File: src/rtl/mem_initiator.sv
// mem_initiator
// CPU-side memory master. Arbitrates round-robin between the instruction
// fetch port (read only) and the load/store port. It decodes the system
// address map, runs one bus cycle per granted request, waits for mfc and
// returns read data with a one-cycle done pulse on the winning port.
// Illegal or misaligned accesses are rejected without a bus cycle.
// Accesses whose mfc never arrives are aborted with an error.
//
// Ports
//   clk, rst_n            : clock (rising edge), async active-low reset
//   if_req, if_addr       : fetch request level and byte address
//   ls_req, ls_we,
//   ls_addr, ls_wdata     : load/store request level, direction, address, data
//   if_done, ls_done      : one-cycle completion pulses per port
//   rsp_err, rsp_rdata    : error flag and read data, valid with a done pulse
//   mem_address,
//   mem_wdata             : bus address and write data
//   mem_rd, mem_wr        : bus strobes, never both high
//   mem_rdata, mfc        : bus read data and memory-function-complete
module mem_initiator #(
  parameter int unsigned TIMEOUT = 255
) (
  input  logic        clk,
  input  logic        rst_n,
  input  logic        if_req,
  input  logic [31:0] if_addr,
  input  logic        ls_req,
  input  logic        ls_we,
  input  logic [31:0] ls_addr,
  input  logic [31:0] ls_wdata,
  output logic        if_done,
  output logic        ls_done,
  output logic        rsp_err,
  output logic [31:0] rsp_rdata,
  output logic [31:0] mem_address,
  output logic [31:0] mem_wdata,
  output logic        mem_rd,
  output logic        mem_wr,
  input  logic [31:0] mem_rdata,
  input  logic        mfc
);

  // The wait counter only ever needs to hold TIMEOUT-1.
  localparam int unsigned CW = (TIMEOUT > 1) ? $clog2(TIMEOUT) : 1;
  localparam logic [CW-1:0] CNT_MAX = CW'(TIMEOUT - 1);

  typedef enum logic [1:0] {
    IDLE,
    ACCESS,
    ERROR
  } state_t;

  state_t        state_q, state_d;
  logic          last_q, last_d;       // 1 = load/store granted last
  logic          is_ls_q, is_ls_d;     // port owning the current access
  logic [CW-1:0] cnt_q, cnt_d;
  logic          mem_rd_q, mem_rd_d;
  logic          mem_wr_q, mem_wr_d;
  logic [31:0]   mem_address_q, mem_address_d;
  logic [31:0]   mem_wdata_q, mem_wdata_d;
  logic          if_done_q, if_done_d;
  logic          ls_done_q, ls_done_d;
  logic          rsp_err_q, rsp_err_d;
  logic [31:0]   rsp_rdata_q, rsp_rdata_d;

  logic          grant_ls;
  logic [31:0]   sel_addr;
  logic          sel_we;

  // Reserved ranges, misalignment and writes into the read-only low
  // region (instruction memory and CSRs) are all rejected.
  function automatic logic decode_err(input logic [31:0] addr, input logic we);
    logic reserved;
    logic misaligned;
    logic ro_write;
    reserved   = ((addr >= 32'h0002_0000) && (addr <= 32'h0FFF_FFFF)) ||
                 (addr >= 32'hE000_0000);
    misaligned = (addr[1:0] != 2'b00);
    ro_write   = we && (addr < 32'h0002_0000);
    return reserved || misaligned || ro_write;
  endfunction

  // Round-robin: on contention, the port that did not win last time wins.
  assign grant_ls = ls_req && (!if_req || !last_q);
  assign sel_addr = grant_ls ? ls_addr : if_addr;
  assign sel_we   = grant_ls && ls_we;

  always_comb begin
    state_d       = state_q;
    last_d        = last_q;
    is_ls_d       = is_ls_q;
    cnt_d         = cnt_q;
    mem_rd_d      = mem_rd_q;
    mem_wr_d      = mem_wr_q;
    mem_address_d = mem_address_q;
    mem_wdata_d   = mem_wdata_q;
    rsp_rdata_d   = rsp_rdata_q;
    if_done_d     = 1'b0;
    ls_done_d     = 1'b0;
    rsp_err_d     = 1'b0;

    unique case (state_q)
      IDLE: begin
        if (if_req || ls_req) begin
          last_d        = grant_ls;
          is_ls_d       = grant_ls;
          mem_address_d = sel_addr;
          mem_wdata_d   = grant_ls ? ls_wdata : 32'h0;
          cnt_d         = '0;
          if (decode_err(sel_addr, sel_we)) begin
            state_d = ERROR;
          end else begin
            state_d  = ACCESS;
            mem_rd_d = !sel_we;
            mem_wr_d = sel_we;
          end
        end
      end

      ACCESS: begin
        // mfc takes priority over a timeout landing on the same edge.
        if (mfc) begin
          state_d     = IDLE;
          mem_rd_d    = 1'b0;
          mem_wr_d    = 1'b0;
          rsp_rdata_d = mem_wr_q ? 32'h0 : mem_rdata;
          if_done_d   = !is_ls_q;
          ls_done_d   = is_ls_q;
        end else if (cnt_q == CNT_MAX) begin
          state_d     = IDLE;
          mem_rd_d    = 1'b0;
          mem_wr_d    = 1'b0;
          rsp_rdata_d = 32'h0;
          rsp_err_d   = 1'b1;
          if_done_d   = !is_ls_q;
          ls_done_d   = is_ls_q;
        end else begin
          cnt_d = cnt_q + CW'(1);
        end
      end

      ERROR: begin
        state_d     = IDLE;
        rsp_rdata_d = 32'h0;
        rsp_err_d   = 1'b1;
        if_done_d   = !is_ls_q;
        ls_done_d   = is_ls_q;
      end

      default: state_d = IDLE;
    endcase
  end

  // All state and outputs are registered; reset drops the strobes at once.
  always_ff @(posedge clk or negedge rst_n) begin
    if (!rst_n) begin
      state_q       <= IDLE;
      last_q        <= 1'b0;
      is_ls_q       <= 1'b0;
      cnt_q         <= '0;
      mem_rd_q      <= 1'b0;
      mem_wr_q      <= 1'b0;
      mem_address_q <= 32'h0;
      mem_wdata_q   <= 32'h0;
      if_done_q     <= 1'b0;
      ls_done_q     <= 1'b0;
      rsp_err_q     <= 1'b0;
      rsp_rdata_q   <= 32'h0;
    end else begin
      state_q       <= state_d;
      last_q        <= last_d;
      is_ls_q       <= is_ls_d;
      cnt_q         <= cnt_d;
      mem_rd_q      <= mem_rd_d;
      mem_wr_q      <= mem_wr_d;
      mem_address_q <= mem_address_d;
      mem_wdata_q   <= mem_wdata_d;
      if_done_q     <= if_done_d;
      ls_done_q     <= ls_done_d;
      rsp_err_q     <= rsp_err_d;
      rsp_rdata_q   <= rsp_rdata_d;
    end
  end

  assign if_done     = if_done_q;
  assign ls_done     = ls_done_q;
  assign rsp_err     = rsp_err_q;
  assign rsp_rdata   = rsp_rdata_q;
  assign mem_address = mem_address_q;
  assign mem_wdata   = mem_wdata_q;
  assign mem_rd      = mem_rd_q;
  assign mem_wr      = mem_wr_q;

endmodule

File: config.mk
export PLATFORM = sky130hd
export DESIGN_NAME = mem_initiator
export DESIGN_NICKNAME = d
export VERILOG_FILES = /design/src/rtl/mem_initiator.sv
export SDC_FILE = /design/constraint.sdc
export NUM_CORES = 1
export LEC_CHECK = 0
export ABC_AREA = 1
export CAP_MARGIN = 20
export CORE_ASPECT_RATIO = 1.5
export CORE_UTILIZATION = 34
export DETAILED_ROUTE_END_ITERATION = 8
export GPL_TIMING_DRIVEN = 0
export PLACE_DENSITY_LB_ADDON = 0.15
export SLEW_MARGIN = 20
export SYNTH_ARGS = -nofsm -noshare
export SYNTH_HDL_FRONTEND = slang
export SYNTH_SLANG_ARGS = --single-unit
File: constraint.sdc
create_clock -name clk -period 3.6 [get_ports clk]
set_clock_uncertainty 0.05 [all_clocks]
set_input_delay 0.54 -clock clk [delete_from_list [all_inputs] [get_ports clk]]
set_output_delay 0.54 -clock clk [all_outputs]
set_load 0.02 [all_outputs]
==> results of run 1 <==
[state kept, by name, indices dropped and copies added, names as in the netlist, 2 cells and up]
name / flops
mem_address: 32
mem_wdata: 32
rsp_rdata: 32
cnt_q: 8
state_q: 2
[logic make-up (layout without fill, tap and decap cells)]
logic type,count (synthesis),in the layout,share of synthesized area [%]
and+or+nand+nor,300,300,26.7
AOI/OAI and AO/OA,84,84,10.4
adders and majority gates,5,5,1.15
DFF,112,112,51.4
xor gates and xnor gates,6,6,0.963
buffers and inverters,102,352,9.38
[where the power goes]
group	switching, mW	internal [mW]	total (mW)
clock network	0.483	0.504	0.986
logic	1.89	1.46	3.35
registers	0.248	1.71	1.96
total	2.62	3.67	6.29
[cell usage after synthesis, types with 6 or more instances]
cell type and count:
nor2_1 35, nand3_1 46, o21ai_2 30, nand2_1 168
nand3b_1 9, xor2_1 6, nand3_2 29, buf_1 7
clkbuf_1 11, o21ai_0 18, inv_1 64, o21ai_1 14
dfrtp_1 112, a31oi_1 18, buf_2 6
[worst max-delay path, stage by stage (launching register included)]
cell	delay, ns
dfrtp_1	0.40
inv_1	0.09
ha_1	0.14
buf_2	0.28
o21ai_2	0.26
inv_2	0.23
clkbuf_1	0.43
a31oi_1	0.17
[metal layers]
metal / part of all wire, % / global-route usage, %
met2: 50 / 33.3
met1: 40 / 22.7
met3: 6.6 / 4.43
met4: 3.4 / 7.85
met5: 0 / 0
[through the flow]
step	instance area, µm²	std cells	util (%)
floorplan	5460	609	-
global placement	8040	1045	51.2
detailed placement	8070	1046	51.4
CTS	8370	1062	53.3
global route	8370	1062	53.3
finish	8370	1062	53.3
[layout by cell type (no fill, tap or decap), types with 5 or more instances in the layout]
master             n
a31oi_1           18
buf_1              7
buf_2              6
buf_6              6
clkbuf_1          12
clkbuf_16          9
clkdlybuf4s50_1  232
dfrtp_1          112
ha_1               5
inv_1             64
nand2_1          168
nand3_1           46
nand3_2           29
nand3b_1           9
nor2_1            35
o21ai_0           18
o21ai_1           14
o21ai_2           30
xor2_1             6
[final cells by class]
class	count	area, µm²
plain buffers	36	264
clock buffers	11	243
clock inverters	5	51.3
fillers	1451	7330
inverters	66	248
multi-input cells	395	2140
flip-flops and latches	112	2800
well taps	203	254
repair buffers	234	2360
[path summary, 6_finish.rpt]
kind,end,slack [ns],depth (start not counted)
max,mem_address[15]$_DFFE_PN0P_,1.41,7
min,rsp_rdata[13]$_DFFE_PN0P_,0.03,1
max reg2reg,mem_address[15]$_DFFE_PN0P_,1.41,7
min reg2reg,mem_wdata[3]$_DFFE_PN0P_,0.43,2
max in group asynchronous,mem_wdata[20]$_DFFE_PN0P_,2.75,2
min in group clk,mem_wdata[3]$_DFFE_PN0P_,0.43,2
==> results.sh, run 1 <==
export IMPL_rsz0062_at_grt="no"
export IMPL_yosysTopAreaCell="dfrtp_1"
export IMPL_pre_cts_ws_ns=1.06
export IMPL_synth_top_area_share_pct=51.4
export IMPL_routed_wl_um=15700
export IMPL_die_w_um=105
export IMPL_grt_start_max_net_pins=79
export IMPL_insertion_delay_ns=0.35
export IMPL_cts_path_max_buffers=2
export IMPL_path_clk_slew_ns=0.08
export IMPL_synth_ff_type="dfrtp_1"
export IMPL_whs_ns=0.0266
export IMPL_drt_first_iter_violations=225
export IMPL_cp_max_fo=10
export IMPL_rows=56
export IMPL_crit_type="reg2reg"
export IMPL_grt_pass1_vias=4928
export IMPL_dpl_hpwl_um=12200
export IMPL_required_ns=3.76
export IMPL_cts_buffers=9
export IMPL_period_minus_slack_ns=2.19
export IMPL_synthArstFlopShare_pct=100
export IMPL_worstReg2RegStart="state_q[0]$_DFFE_PN0P_"
export IMPL_tightest_slew_ns=0.648
export IMPL_synth_cells=609
export IMPL_max_freq_mhz=457
export IMPL_vias=4963
export IMPL_syn_to_final_growth_pct=53.3
export IMPL_io_buffers=233
export IMPL_diodes=0
export IMPL_hold_path_class="in2async"
export IMPL_io_pins=235
export IMPL_via_per_inst=4.67
export IMPL_die_h_um=157
export IMPL_cts_tree="yes"
export IMPL_grt_pass1_wl_um=24800
export IMPL_synth_seq_cells=112
export IMPL_htreeDepth=3
export IMPL_finalPower_mw=6.29
export IMPL_ys_top_cells_by_area="dfrtp_1, nand2_1, nand3_2"
export IMPL_die_area_mm2=0.0166
export IMPL_synth_fp_nets=748
export IMPL_finalSetupViolations=0
export IMPL_fin_ws_ns=1.41
export IMPL_overflow=0
export IMPL_cts_resized=0
export IMPL_fin_crit_sh_pct=60.8
export IMPL_postCtsHoldBufs=0
export IMPL_drt_first_pass_iters=4
export IMPL_leakagePower_nw=3.72
export IMPL_coreArea_mm2=0.0157
export IMPL_clockRootBuffer="clkbuf_16"
export IMPL_avgSynthCellArea_um2=8.96
export IMPL_final_hold_viol_count=0
export IMPL_antenna_left=0
export IMPL_powerDensity_mw_per_mm2=752
export IMPL_cts_setup_buffers=0
export IMPL_clkSinkCount=112
export IMPL_ys_seq_area_share_pct=51.4
export IMPL_crit_path_start="state_q[0]$_DFFE_PN0P_"
export IMPL_slew_headroom_pct=56.4
export IMPL_antenna_found_initial=0
export IMPL_slew_violations=0
export IMPL_fin_nets=993
export IMPL_globalplace_congestion=0.811
export IMPL_fin_setup_tns_ns=0
export IMPL_initial_core_util_pct=34.8
export IMPL_route_detailed_drc=0
export IMPL_synth_edf_count=0
export IMPL_cp_start_kind="flop"
export IMPL_yosys_warnings=0
export IMPL_crit_arrival_ns=2.35
export IMPL_status="completed"
export IMPL_irDropWorstVdd_uv=325
export IMPL_wl_per_cell_um=14.8
export IMPL_grt_usage_pct=19.2
export IMPL_maxCapViolCount=0
export IMPL_end_kind="flop"
export IMPL_layout_drive_gt1_share_pct=12.0
export IMPL_syn_area_mm2=0.00546
export IMPL_synth_cell_types=32
(Power assumes the default switching activity.)
==> inputs of run 2 (changes only) <==
- clock period: 3.6 -> 2 ns (I/O delays scaled with it)
==> run 2 against run 1 <==
  * Sequential share of layout area down 0.18 points
  * Final cell count is the same
  * Fmax up 20%
  * Sequential cell count unchanged
  * Hold slack improved by 0.34 ns
  * Clock power increased by 81%
  * Combinational power increased by 81%
  * Worst setup slack worse by 1.2 ns
  * Utilization rose by 0.31 points
  * Wire length grew 0.20%
  * Via count fell by 0.24%
  * Cell area is 0.58% higher
==> results.sh, run 2 (same netlist as run 1, synthesis figures left out) <==
export IMPL_slew_headroom_pct=69.5
export IMPL_irDropWorstVdd_uv=585
export IMPL_cp_max_fo=10
export IMPL_max_freq_mhz=549
export IMPL_fin_setup_tns_ns=0
export IMPL_grt_usage_pct=19.2
export IMPL_die_area_mm2=0.0166
export IMPL_pwr_share_seq_pct=31.0
export IMPL_drt_first_pass_iters=5
export IMPL_whs_ns=0.362
export IMPL_finalSetupViolations=0
export IMPL_layout_commonest_cell="clkdlybuf4s50_1"
export IMPL_internal_power_mw=6.65
export IMPL_io_pins=235
export IMPL_leakagePower_nw=3.74
export IMPL_dpl_cell_count=1046
export IMPL_cts_setup_buffers=0
export IMPL_end_kind="flop"
export IMPL_coreArea_mm2=0.0157
export IMPL_die_h_um=157
export IMPL_comb_power_share_pct=53.4
export IMPL_p_sw_share_pct=41.6
export IMPL_antenna_left=0
export IMPL_htreeDepth=3
export IMPL_stdcell_area_mm2=0.00841
export IMPL_finalNonFillerCells=1062
export IMPL_initial_core_util_pct=34.8
export IMPL_powerDensity_mw_per_mm2=1350
export IMPL_status="completed"
export IMPL_insertion_delay_ns=0.35
export IMPL_antenna_found_initial=0
export IMPL_crit_type="reg2reg"
export IMPL_slew_violations=0
export IMPL_clkSinkCount=112
export IMPL_period_minus_slack_ns=1.82
export IMPL_place_area_mm2=0.00807
export IMPL_cts_buffers=9
export IMPL_final_core_util_pct=53.6
export IMPL_die_w_um=105
export IMPL_final_cell_mix="clkdlybuf4s50_1, nand2_1, dfrtp_1, inv_1, nand3_1"
export IMPL_hold_path_class="in2reg"
export IMPL_syn_to_final_growth_pct=54.2
export IMPL_power_switching_mw=4.73
export IMPL_fin_crit_sh_pct=91.2
export IMPL_crit_arrival_ns=2.04
export IMPL_rsz0062_at_grt="no"
export IMPL_cts_path_max_buffers=2
export IMPL_final_hold_viol_count=0
export IMPL_cp_start_kind="flop"
export IMPL_path_cells="inv_1 > ha_1 > clkbuf_4 > o21ai_4 > inv_2 > clkbuf_2 > a31oi_1"
export IMPL_tightest_slew_ns=0.457
export IMPL_route_detailed_drc=0
export IMPL_grt_pass1_vias=4959
export IMPL_maxCapViolCount=0
export IMPL_layout_drive_gt1_share_pct=12.9
export IMPL_globalplace_congestion=0.811
export IMPL_grt_start_max_net_pins=79
export IMPL_overflow=0
export IMPL_clock_power_share_pct=15.6
export IMPL_diodes=0
export IMPL_wl_per_cell_um=14.8
export IMPL_slowest_delay_ns=0.38
export IMPL_grt_pass1_wl_um=25000
export IMPL_routed_wl_um=15700
export IMPL_path_clk_slew_ns=0.08
export IMPL_dpl_hpwl_um=12200
export IMPL_cts_tree="yes"
export IMPL_fin_nets=993
export IMPL_io_buffers=233
export IMPL_drt_first_iter_violations=247
export IMPL_vias=4951
export IMPL_required_ns=2.22
export IMPL_cpMaxStageDelayCell="dfrtp_1"
export IMPL_clockRootBuffer="clkbuf_16"
export IMPL_via_per_inst=4.66
export IMPL_rows=56
run 2: cell count changes in the layout (fill, tap and decap cells not counted), sizes merged:
cell	before	now
clkbuf	22	23
buf	27	25
clkdlybuf4s50	232	231
dlymetal6s2s	0	1
dlygate4sd3	0	1
run 2: final timing paths:
check | slack (ns) | start | cells past startpoint | to
worst max-delay path | 0.18 | state_q[0]$_DFFE_PN0P_ | 7 | mem_address[15]$_DFFE_PN0P_
worst min-delay path | 0.36 | ls_req | 4 | mem_address[21]$_DFFE_PN0P_
worst max register to register | 0.18 | state_q[0]$_DFFE_PN0P_ | 7 | mem_address[15]$_DFFE_PN0P_
worst min register to register | 0.43 | mem_wdata[3]$_DFFE_PN0P_ | 2 | mem_wdata[3]$_DFFE_PN0P_
max in group asynchronous | 0.81 | rst_n | 3 | is_ls_q$_DFFE_PN0P_
min in group asynchronous | 0.37 | rst_n | 2 | rsp_rdata[13]$_DFFE_PN0P_
run 2: what timing repair did:
item	CTS	global route
hold buffers	1	0
gates cloned	0	0
endpoints found under the setup margin	27	50
hold endpoints to repair	34	0
resized for setup	6	10
run 2: layer usage:
metal,wire (µm),track usage [%],share of wire [%],up-vias
met5,0,0,0,-
met1,6270,22.5,40,2286
met3,1010,4.43,6.4,32
met4,523,7.85,3.3,0
met2,7930,33.8,50,190
li1,-,-,-,2443
run 2: power by group through the flow:
| stage | Sequential (mW) | Clock [mW] | Combinational (mW) |
|---|---|---|---|
| final | 3.53 | 1.78 | 6.08 |
| after global placement | 3.55 | 0 | 6.02 |
| after CTS | 3.54 | 1.84 | 6.15 |
| after floorplan | 4.48 | 0 | 2.51 |
| after global routing | 3.63 | 1.93 | 6.60 |
| after detailed placement | 3.57 | 0 | 6.09 |
run 2: stage by stage:
| stage | setup slack [ns] | power, mW |
|---|---|---|
| 3_3_place_gp | -3.85 | 9.57 |
| 5_1_grt | 0.00579 | 12.2 |
| 2_1_floorplan | 0.311 | 6.99 |
| 4_1_cts | 0.0203 | 11.5 |
| 3_5_place_dp | -0.297 | 9.66 |
| 6_report | 0.177 | 11.4 |
run 2: area by class of cell:
type	instances	area (µm²)
flip-flops and latches	112	2800
inverters	66	248
plain buffers	35	273
well taps	203	254
clock buffers	11	243
repair buffers	235	2370
multi-input cells	395	2170
fillers	1441	7280
clock inverters	5	51.3
run 2: critical path: cells and delay by family, from the launching register on:
kind                     cells  cell delay, ns
buffers and inverters        4            0.71
AO/OA/AOI/OAI                2            0.41
flip-flops                   1            0.38
adder cells (fa/ha/maj)      1            0.19
